$ cat config.mk
export PLATFORM = sky130hd
export DESIGN_NAME = uart_tx_fifo
export DESIGN_NICKNAME = d
export VERILOG_FILES = /design/src/rtl/mcu_uart_pkg.sv /design/src/rtl/sync_fifo.sv /design/src/rtl/uart_tx_fifo.sv
export SDC_FILE = /design/constraint.sdc
export NUM_CORES = 1
export LEC_CHECK = 0
export CAP_MARGIN = 40
export CORE_UTILIZATION = 60
export DETAILED_ROUTE_END_ITERATION = 12
export PLACE_DENSITY = 0.81
export SLEW_MARGIN = 40
export SYNTH_ARGS = -nofsm -noshare
export SYNTH_HDL_FRONTEND = slang
export SYNTH_HIERARCHICAL = 1
export SYNTH_SLANG_ARGS = --single-unit
export TNS_END_PERCENT = 1
$ cat constraint.sdc
create_clock -name clock -period 3.96 [get_ports clock]
set_clock_uncertainty 0.15 [all_clocks]
set_input_delay 0.396 -clock clock [delete_from_list [all_inputs] [get_ports clock]]
set_output_delay 0.396 -clock clock [all_outputs]
set_load 0.1 [all_outputs]
$ cat src/rtl/mcu_uart_pkg.sv
// Shared types and constants for the MCU UART transmit path.
package mcu_uart_pkg;

   typedef enum logic [1:0] {
      IDLE,
      START,
      DATA,
      STOP
   } uart_tx_state_t;

   localparam int unsigned UART_DATA_BITS   = 8;
   localparam int unsigned UART_FRAME_BITS  = 10;
   localparam int unsigned DEFAULT_BAUD_DIV = 217;

endpackage

$ cat src/rtl/sync_fifo.sv
// Single-clock FIFO with push/pop/clear. The registered level is the only full/empty source;
// pointers simply wrap because DEPTH is a power of two.
module sync_fifo #(
   parameter int unsigned WIDTH = 8,
   parameter int unsigned DEPTH = 8
) (
   input  logic                     clk,
   input  logic                     rst_n,
   input  logic                     push,
   input  logic [WIDTH-1:0]         wdata,
   input  logic                     pop,
   input  logic                     clear,
   output logic [WIDTH-1:0]         rdata,
   output logic [$clog2(DEPTH):0]   level
);

   localparam int unsigned PTR_W = $clog2(DEPTH);
   localparam int unsigned LVL_W = PTR_W + 1;
   localparam logic [LVL_W-1:0] FULL_LVL = LVL_W'(DEPTH);

   logic [WIDTH-1:0] mem_q [DEPTH];
   logic [PTR_W-1:0] wr_ptr_q, wr_ptr_d;
   logic [PTR_W-1:0] rd_ptr_q, rd_ptr_d;
   logic [LVL_W-1:0] level_q, level_d;
   logic             push_ok, pop_ok;

   // A clear in the same cycle wins over both push and pop.
   assign push_ok = push & (level_q != FULL_LVL) & ~clear;
   assign pop_ok  = pop & (level_q != '0) & ~clear;

   assign rdata = mem_q[rd_ptr_q];
   assign level = level_q;

   // Next-state for pointers and level.
   always_comb begin
      wr_ptr_d = wr_ptr_q;
      rd_ptr_d = rd_ptr_q;
      level_d  = level_q;
      if (clear) begin
         wr_ptr_d = '0;
         rd_ptr_d = '0;
         level_d  = '0;
      end else begin
         if (push_ok) wr_ptr_d = wr_ptr_q + 1'b1;
         if (pop_ok)  rd_ptr_d = rd_ptr_q + 1'b1;
         if (push_ok && !pop_ok) level_d = level_q + 1'b1;
         if (pop_ok && !push_ok) level_d = level_q - 1'b1;
      end
   end

   // Pointer and level registers.
   always_ff @(posedge clk or negedge rst_n) begin
      if (!rst_n) begin
         wr_ptr_q <= '0;
         rd_ptr_q <= '0;
         level_q  <= '0;
      end else begin
         wr_ptr_q <= wr_ptr_d;
         rd_ptr_q <= rd_ptr_d;
         level_q  <= level_d;
      end
   end

   // Storage array; contents need no reset because level gates every read.
   always_ff @(posedge clk) begin
      if (push_ok) mem_q[wr_ptr_q] <= wdata;
   end

endmodule

$ cat src/rtl/uart_tx_fifo.sv
// Buffered 8N1 UART transmitter: bytes are queued in a small FIFO and serialised LSB-first.
module uart_tx_fifo
   import mcu_uart_pkg::*;
#(
   parameter int unsigned BAUD_DIV   = DEFAULT_BAUD_DIV,
   parameter int unsigned FIFO_DEPTH = 8
) (
   input  logic                          clock,
   input  logic                          reset_n,
   input  logic                          wr_valid,
   input  logic [7:0]                    wr_data,
   output logic                          wr_ready,
   input  logic                          tx_enable,
   input  logic                          fifo_clear,
   output logic [$clog2(FIFO_DEPTH):0]   fifo_level,
   output logic                          tx_busy,
   output logic                          uart_tx_output
);

   localparam int unsigned LVL_W = $clog2(FIFO_DEPTH) + 1;
   localparam logic [LVL_W-1:0] FULL_LVL  = LVL_W'(FIFO_DEPTH);
   localparam logic [15:0]      BAUD_LAST = 16'(BAUD_DIV - 1);
   localparam logic [2:0]       LAST_BIT  = 3'(UART_DATA_BITS - 1);

   uart_tx_state_t state_q, state_d;
   logic [15:0]    baud_q, baud_d;
   logic [2:0]     bit_q, bit_d;
   logic [7:0]     shift_q, shift_d;
   logic           tx_q, tx_d;
   logic           busy_q, busy_d;

   logic           push, pop, can_start, baud_end;
   logic [7:0]     fifo_rdata;

   // Full blocks writes even if a pop happens in the same cycle; clear blocks them too.
   assign wr_ready = (fifo_level != FULL_LVL) & ~fifo_clear;
   assign push     = wr_valid & wr_ready;

   // A pending clear flushes the queue, so never start a frame from it in that cycle.
   assign can_start = tx_enable & (fifo_level != '0) & ~fifo_clear;
   assign baud_end  = (baud_q == BAUD_LAST);

   assign tx_busy        = busy_q;
   assign uart_tx_output = tx_q;

   sync_fifo #(
      .WIDTH (8),
      .DEPTH (FIFO_DEPTH)
   ) u_fifo (
      .clk   (clock),
      .rst_n (reset_n),
      .push  (push),
      .wdata (wr_data),
      .pop   (pop),
      .clear (fifo_clear),
      .rdata (fifo_rdata),
      .level (fifo_level)
   );

   // Frame sequencing: next state, baud/bit counters, shift register and line level.
   always_comb begin
      state_d = state_q;
      baud_d  = baud_q + 16'd1;
      bit_d   = bit_q;
      shift_d = shift_q;
      tx_d    = tx_q;
      busy_d  = busy_q;
      pop     = 1'b0;
      unique case (state_q)
         IDLE: begin
            baud_d = '0;
            if (can_start) begin
               pop     = 1'b1;
               shift_d = fifo_rdata;
               tx_d    = 1'b0;
               busy_d  = 1'b1;
               state_d = START;
            end
         end
         START: begin
            if (baud_end) begin
               baud_d  = '0;
               bit_d   = '0;
               tx_d    = shift_q[0];
               state_d = DATA;
            end
         end
         DATA: begin
            if (baud_end) begin
               baud_d = '0;
               if (bit_q == LAST_BIT) begin
                  tx_d    = 1'b1;
                  state_d = STOP;
               end else begin
                  bit_d   = bit_q + 3'd1;
                  shift_d = {1'b0, shift_q[7:1]};
                  tx_d    = shift_q[1];
               end
            end
         end
         STOP: begin
            if (baud_end) begin
               baud_d = '0;
               if (can_start) begin
                  // Back-to-back frame: go straight to START with no idle gap.
                  pop     = 1'b1;
                  shift_d = fifo_rdata;
                  tx_d    = 1'b0;
                  state_d = START;
               end else begin
                  busy_d  = 1'b0;
                  state_d = IDLE;
               end
            end
         end
         default: begin
            baud_d  = '0;
            tx_d    = 1'b1;
            busy_d  = 1'b0;
            state_d = IDLE;
         end
      endcase
   end

   // Transmit state registers; reset returns the line high immediately.
   always_ff @(posedge clock or negedge reset_n) begin
      if (!reset_n) begin
         state_q <= IDLE;
         baud_q  <= '0;
         bit_q   <= '0;
         shift_q <= '0;
         tx_q    <= 1'b1;
         busy_q  <= 1'b0;
      end else begin
         state_q <= state_d;
         baud_q  <= baud_d;
         bit_q   <= bit_d;
         shift_q <= shift_d;
         tx_q    <= tx_d;
         busy_q  <= busy_d;
      end
   end

endmodule
==> results.ini, run 1 <==
[clocking]
clk_pin_slew_worst_paths_ns = 0.11
insertion_delay_ns = 0.37
cts_buffers = 9
cts_sinks = 105
clockRootBuffer = clkbuf_8
clk_path_buf_depth = 2
cts_tree = yes
h-tree-depth = 3

[detailed_routing]
routed_wl_um = 8770
drt_iter0_markers = 162
wl_per_cell_um = 18.7
vias = 2822
drtPass1Iterations = 4
via_per_inst = 6.00
drc = 0
ant_nets = 0

[logic_synthesis]
synth_fp_nets = 357
synth.lib_cells_used.distinct = 55
ys_seq_elements = 105
syn-mean-instance-area_um2 = 14.5
yosysSeqAreaShare_pct = 61.6
yosysTopAreaCell = edfxtp_1
synth_common_cells = edfxtp_1, dfrtp_1, nor2_1
yosysWarnings = 6
postSynthCellCount = 330
yosysMostFrequentCell = edfxtp_1
yosys.area.top_type_share_pct = 40.1
synth_edf_count = 64
async_flop_share_pct = 39.0
synth_ff_type = edfxtp_1
yosys-top-cells-area = edfxtp_1, dfrtp_1, mux4_2, ha_1, nor2_1
netlist_area_mm2 = 0.00479

[global_route]
grt_pass1_vias = 2890
antenna_found_initial = 0
track_usage_pct = 23.3
grt_max_degree = 42
grt_overflow = 0
grt_pass1_wl_um = 14600

[job]
drv_cap = 0

[power_and_ir_drop]
internal_power_mw = 1.45
power.switching_mw = 0.467
leakagePower_nw = 2.07
peakVddDrop_uv = 253
power.density_mw_per_mm2 = 357
sw_frac_of_total_pct = 24.4
p_clk_share_pct = 34.3
combPwrFrac_pct = 4.3
seqPwrFrac_pct = 61.5
power_mw = 1.92

[timing]
finalHoldViolations = 0
tightest_slew_ns = 0.784
fin_crit_ns = 3.79
max_slew_margin_pct = 47.7
worst_hold_slack_ns = 0.330
slew_violations = 0
fmax_mhz = 264
setup_viol = 0
min_period_over_period_pct = 95.7

[worst_setup_path]
startpoint_type = flip-flop
ff2ff_path_depth = 12
crit_path_max_fanout = 6
arrival_ns = 3.88
crit_required_ns = 4.05
endpoint_kind = flip-flop
worstSetupPathType = flip-flop to flip-flop

[placed_design]
place_hpwl_um = 5880
place_congestion = 0.767
io_buffers = 19
placed_area_mm2 = 0.00513

[layout]
syn2layout_area_growth_pct = 12.3
diodes = 0
fin_nets = 390
design_area_mm2 = 0.00538
drive_gt1_share_pct = 23.1
fin_util_pct = 69.6

[die]
rows = 32
core_area_mm2 = 0.00773
die-width_um = 91.3
die_area_mm2 = 0.00834
dieHeight_um = 91.3
initial_core_util_pct = 62.0
pin_count = 20

[run_status]
status = completed

[hold_path]
holdPathStages = 1
worstHoldPathType = flip-flop to flip-flop

-- cell families (layout without fill, tap and decap cells) --
family                     after synthesis  after routing  synth area share, %
DFF                                    105            105                 61.6
and+or+nand+nor                         93             93                 11.1
AOI/OAI and AO/OA                       48             48                 7.50
muxes                                   30             30                 10.7
xor gates and xnor gates                20             20                 3.66
buffers and inverters                   20             58                 1.67
adders and majority gates               14             14                 3.81
-- flip-flops by register name, indices dropped and copies added (netlist names) --
name             count
u_fifo/mem_q        64
baud_q              16
shift_q              8
u_fifo/level         4
bit_q                3
u_fifo/rd_ptr_q      3
u_fifo/wr_ptr_q      3
state_q              2
tx_busy              1
uart_tx_output       1
-- final timing paths --
kind,startpoint,to,slack [ns]
worst max-delay path,baud_q[2],u_fifo/level[3],0.17
worst min-delay path,baud_q[0],baud_q[0],0.33
worst max register to register,baud_q[2],u_fifo/level[3],0.17
worst min register to register,baud_q[0],baud_q[0],0.33
max in group asynchronous,reset_n,u_fifo/level[2],2.87
min in group asynchronous,reset_n,baud_q[6],0.40
-- power by group through the flow --
stage          Combinational, mW  Sequential (mW)  Clock [mW]
2_1_floorplan             0.0298             1.21           0
3_3_place_gp              0.0787             1.20           0
3_5_place_dp              0.0804             1.20           0
4_1_cts                   0.0818             1.18       0.671
5_1_grt                   0.0893             1.18       0.718
6_report                  0.0817             1.18       0.657
-- cells in the final DEF (no fill, tap or decap), types with 5 or more instances in the layout --
cell,instances
nand2_1,10
ha_1,13
dfrtp_1,36
buf_2,6
xor2_1,12
o21a_1,6
buf_4,15
inv_1,9
clkbuf_8,9
o22a_1,6
mux2_2,10
xnor2_1,8
mux4_2,16
nand3_1,9
edfxtp_1,64
clkdlybuf4s50_1,11
a21oi_1,8
nor3_1,5
a22o_1,5
nor2_1,36
-- worst max-delay path, cell delays in order, from the launching register on --
cell	delay [ns]
dfrtp_1	0.47
nor4_4	0.40
and4_2	0.33
a21oi_1	0.09
nor3_2	0.26
o41ai_2	0.23
a21oi_2	0.22
nor2b_2	0.25
ha_1	0.31
a21oi_2	0.21
nand2_1	0.10
or4b_1	0.51
o311ai_0	0.12
-- per-layer routing --
| metal | vias to the layer above | routed length [µm] | global-route usage [%] | share of wire, % |
|---|---|---|---|---|
| met1 | 1465 | 3730 | 29.5 | 42 |
| li1 | 1319 | - | - | - |
| met2 | 32 | 4770 | 41.7 | 54 |
| met5 | - | 0 | 0 | 0 |
| met3 | 6 | 202 | 4.36 | 2.3 |
| met4 | 0 | 68 | 5.82 | 0.78 |
-- metrics by stage --
| step | std cells | setup WS [ns] | setup TNS, ns |
|---|---|---|---|
| floorplan | 330 | 0.173 | 0 |
| global route | 470 | -0.0519 | -0.0519 |
| detailed placement | 451 | -0.163 | -0.163 |
| CTS | 468 | 0.0262 | 0 |
| global placement | 451 | 0.138 | 0 |
| finish | 470 | 0.170 | 0 |
-- repair_timing --
action / in CTS / in global routing
setup endpoints to repair: 1 / 1
buffers inserted: 0 / 2
resized for setup: 2 / 3
pin swaps: 0 / 1
hold endpoints to repair: 40 / 0
hold buffers: 1 / 0
-- layout make-up --
class                           instances  area [µm²]
Sequential cell                       105        2950
Fill cell                             515        2350
Multi-Input combinational cell        205        1800
Timing Repair Buffer                   33         263
Tap cell                              102         128
Clock buffer                            9         124
Clock inverter                          7        80.1
Inverter                                9        33.8
Note: power is estimated with default switching activity, not from simulation.
==> inputs of run 2 (changes only) <==
- CTS_CLUSTER_DIAMETER: unset -> 150
- RECOVER_POWER: unset -> 50
==> results.ini, run 2 (synthesis gave the netlist of run 1 again) <==
[hold_path]
worstHoldPathType = flip-flop to flip-flop

[power_and_ir_drop]
leakagePower_nw = 2.06
power_mw = 1.92
power.density_mw_per_mm2 = 357
peakVddDrop_uv = 253

[worst_setup_path]
startpoint_type = flip-flop
cp_num_buf_inv = 0
crit_family = simple AND/OR/NAND/NOR gates
crit_top_cell = a21oi_2
endpoint_kind = flip-flop
crit_required_ns = 4.05
crit_path_max_fanout = 6
worstSetupPathType = flip-flop to flip-flop
path_cells = nor4_4, and4_2, a21oi_1, nor3_2, o41ai_2, a21oi_2, nor2b_2, ha_1, a21oi_2, nand2_1, or4b_1, o311ai_0
cp_slowest_cell = or4b_1
cp_slowest_stage_delay_ns = 0.51
arrival_ns = 3.89
worst-r2r-setup-slack_ns = 0.16

[timing]
fin_crit_ns = 3.80
finalHoldViolations = 0
setup_slack_ns = 0.162
min_period_over_period_pct = 95.9
slew_violations = 42
max_slew_margin_pct = -48.1
fmax_mhz = 263
setup_viol = 0
tightest_slew_ns = 2.22

[layout]
final.fill_count = 516
layout_common_cells = edfxtp_1, nor2_1, dfrtp_1
final_common_cell = edfxtp_1
syn2layout_area_growth_pct = 12.1
diodes = 0
regMostFlops = u_fifo/mem_q
drive_gt1_share_pct = 22.3
largest_reg_flops = 64
reg.largest.list = u_fifo/mem_q: 64 flops, baud_q: 16 flops, shift_q: 8 flops
design_area_mm2 = 0.00537
fin_nets = 390

[global_route]
grt_pass1_wl_um = 14600
track_usage_pct = 23.3
grt_pass1_vias = 2890
antenna_found_initial = 0
grt_max_degree = 42
grt_overflow = 0

[die]
rows = 32
die_area_mm2 = 0.00834
initial_core_util_pct = 62.0
core_area_mm2 = 0.00773
pin_count = 20
die-width_um = 91.3
dieHeight_um = 91.3

[detailed_routing]
drt_iter0_markers = 159
vias = 2812
wl_per_cell_um = 18.6
routed_wl_um = 8760
drtPass1Iterations = 4
ant_nets = 0
drc = 0
via_per_inst = 5.98

[clocking]
cts_tree = yes
h-tree-depth = 3
insertion_delay_ns = 0.37
cts_buffers = 9
clk_pin_slew_worst_paths_ns = 0.11
clk_path_buf_depth = 2
clockRootBuffer = clkbuf_8
cts_sinks = 105

[placed_design]
placed_area_mm2 = 0.00513
place_hpwl_um = 5880
place_congestion = 0.767
dp_slack_ns = -0.163
io_buffers = 19

[job]
drv_cap = 1

[run_status]
status = finished with violations
violations = capacitance limit, slew limit

==> run 2: changes by cell type in the layout (fill, tap and decap cells not counted), sizes merged <==
cell / change
clkdlybuf4s50: -8
dlygate4sd3: +8
buf: -3
clkbuf: +3
==> run 2: cell type report <==
cell class	instances	area, µm²	area share, %
flip-flops and latches	105	2950	55.0
multi-input cells	205	1800	33.4
repair buffers	33	256	4.78
well taps	102	128	2.38
clock buffers	9	124	2.31
clock inverters	7	80.1	1.49
inverters	9	33.8	0.629
==> run 2: per-stage QoR <==
stage                     TNS, ns  hold slack, ns  instances  utilization [%]
after floorplan                 0         -0.0496        330                -
after global placement          0           0.308        451             66.7
after detailed placement   -0.163           0.257        451             66.4
after CTS                       0           0.332        468             69.3
after global routing      -0.0519           0.347        470             69.5
final                           0           0.330        470             69.5
==> run 2: power by group <==
part	internal (mW)	switching, mW
Combinational	0.0260	0.0533
Clock	0.251	0.406
Sequential	1.17	0.00808
Total	1.45	0.467
==> run 2: worst paths after layout <==
| check | endpoint | cells past startpoint | start |
|---|---|---|---|
| max | u_fifo/level[3] | 12 | baud_q[2] |
| min in group asynchronous | baud_q[6] | 2 | reset_n |
| max in group asynchronous | u_fifo/level[2] | 2 | reset_n |
| min | baud_q[0] | 1 | baud_q[0] |
| max reg2reg | u_fifo/level[3] | 12 | baud_q[2] |
| min reg2reg | baud_q[0] | 1 | baud_q[0] |
==> run 2: what timing repair did <==
action	CTS	global route
pin swaps	0	1
hold endpoints to repair	40	0
resized for setup	2	3
buffers inserted	0	2
hold buffers	1	0
endpoints found under the setup margin	1	1
==> run 2: metal layers <==
metal / vias to the layer above / part of all wire (%) / GRT usage (%)
met2: 25 / 55 / 41.7
li1: 1317 / - / -
met1: 1464 / 43 / 29.5
met5: - / 0 / 0
met4: 0 / 0.78 / 5.82
met3: 6 / 1.8 / 4.36
==> run 2: worst reg2reg max path, cell delays in order (launching register included) <==
cell and delay [ns]:
dfrtp_1 0.47, nor4_4 0.40, and4_2 0.33, a21oi_1 0.09, nor3_2 0.26, o41ai_2 0.23, a21oi_2 0.23, nor2b_2 0.25
ha_1 0.31, a21oi_2 0.22, nand2_1 0.10, or4b_1 0.51, o311ai_0 0.12
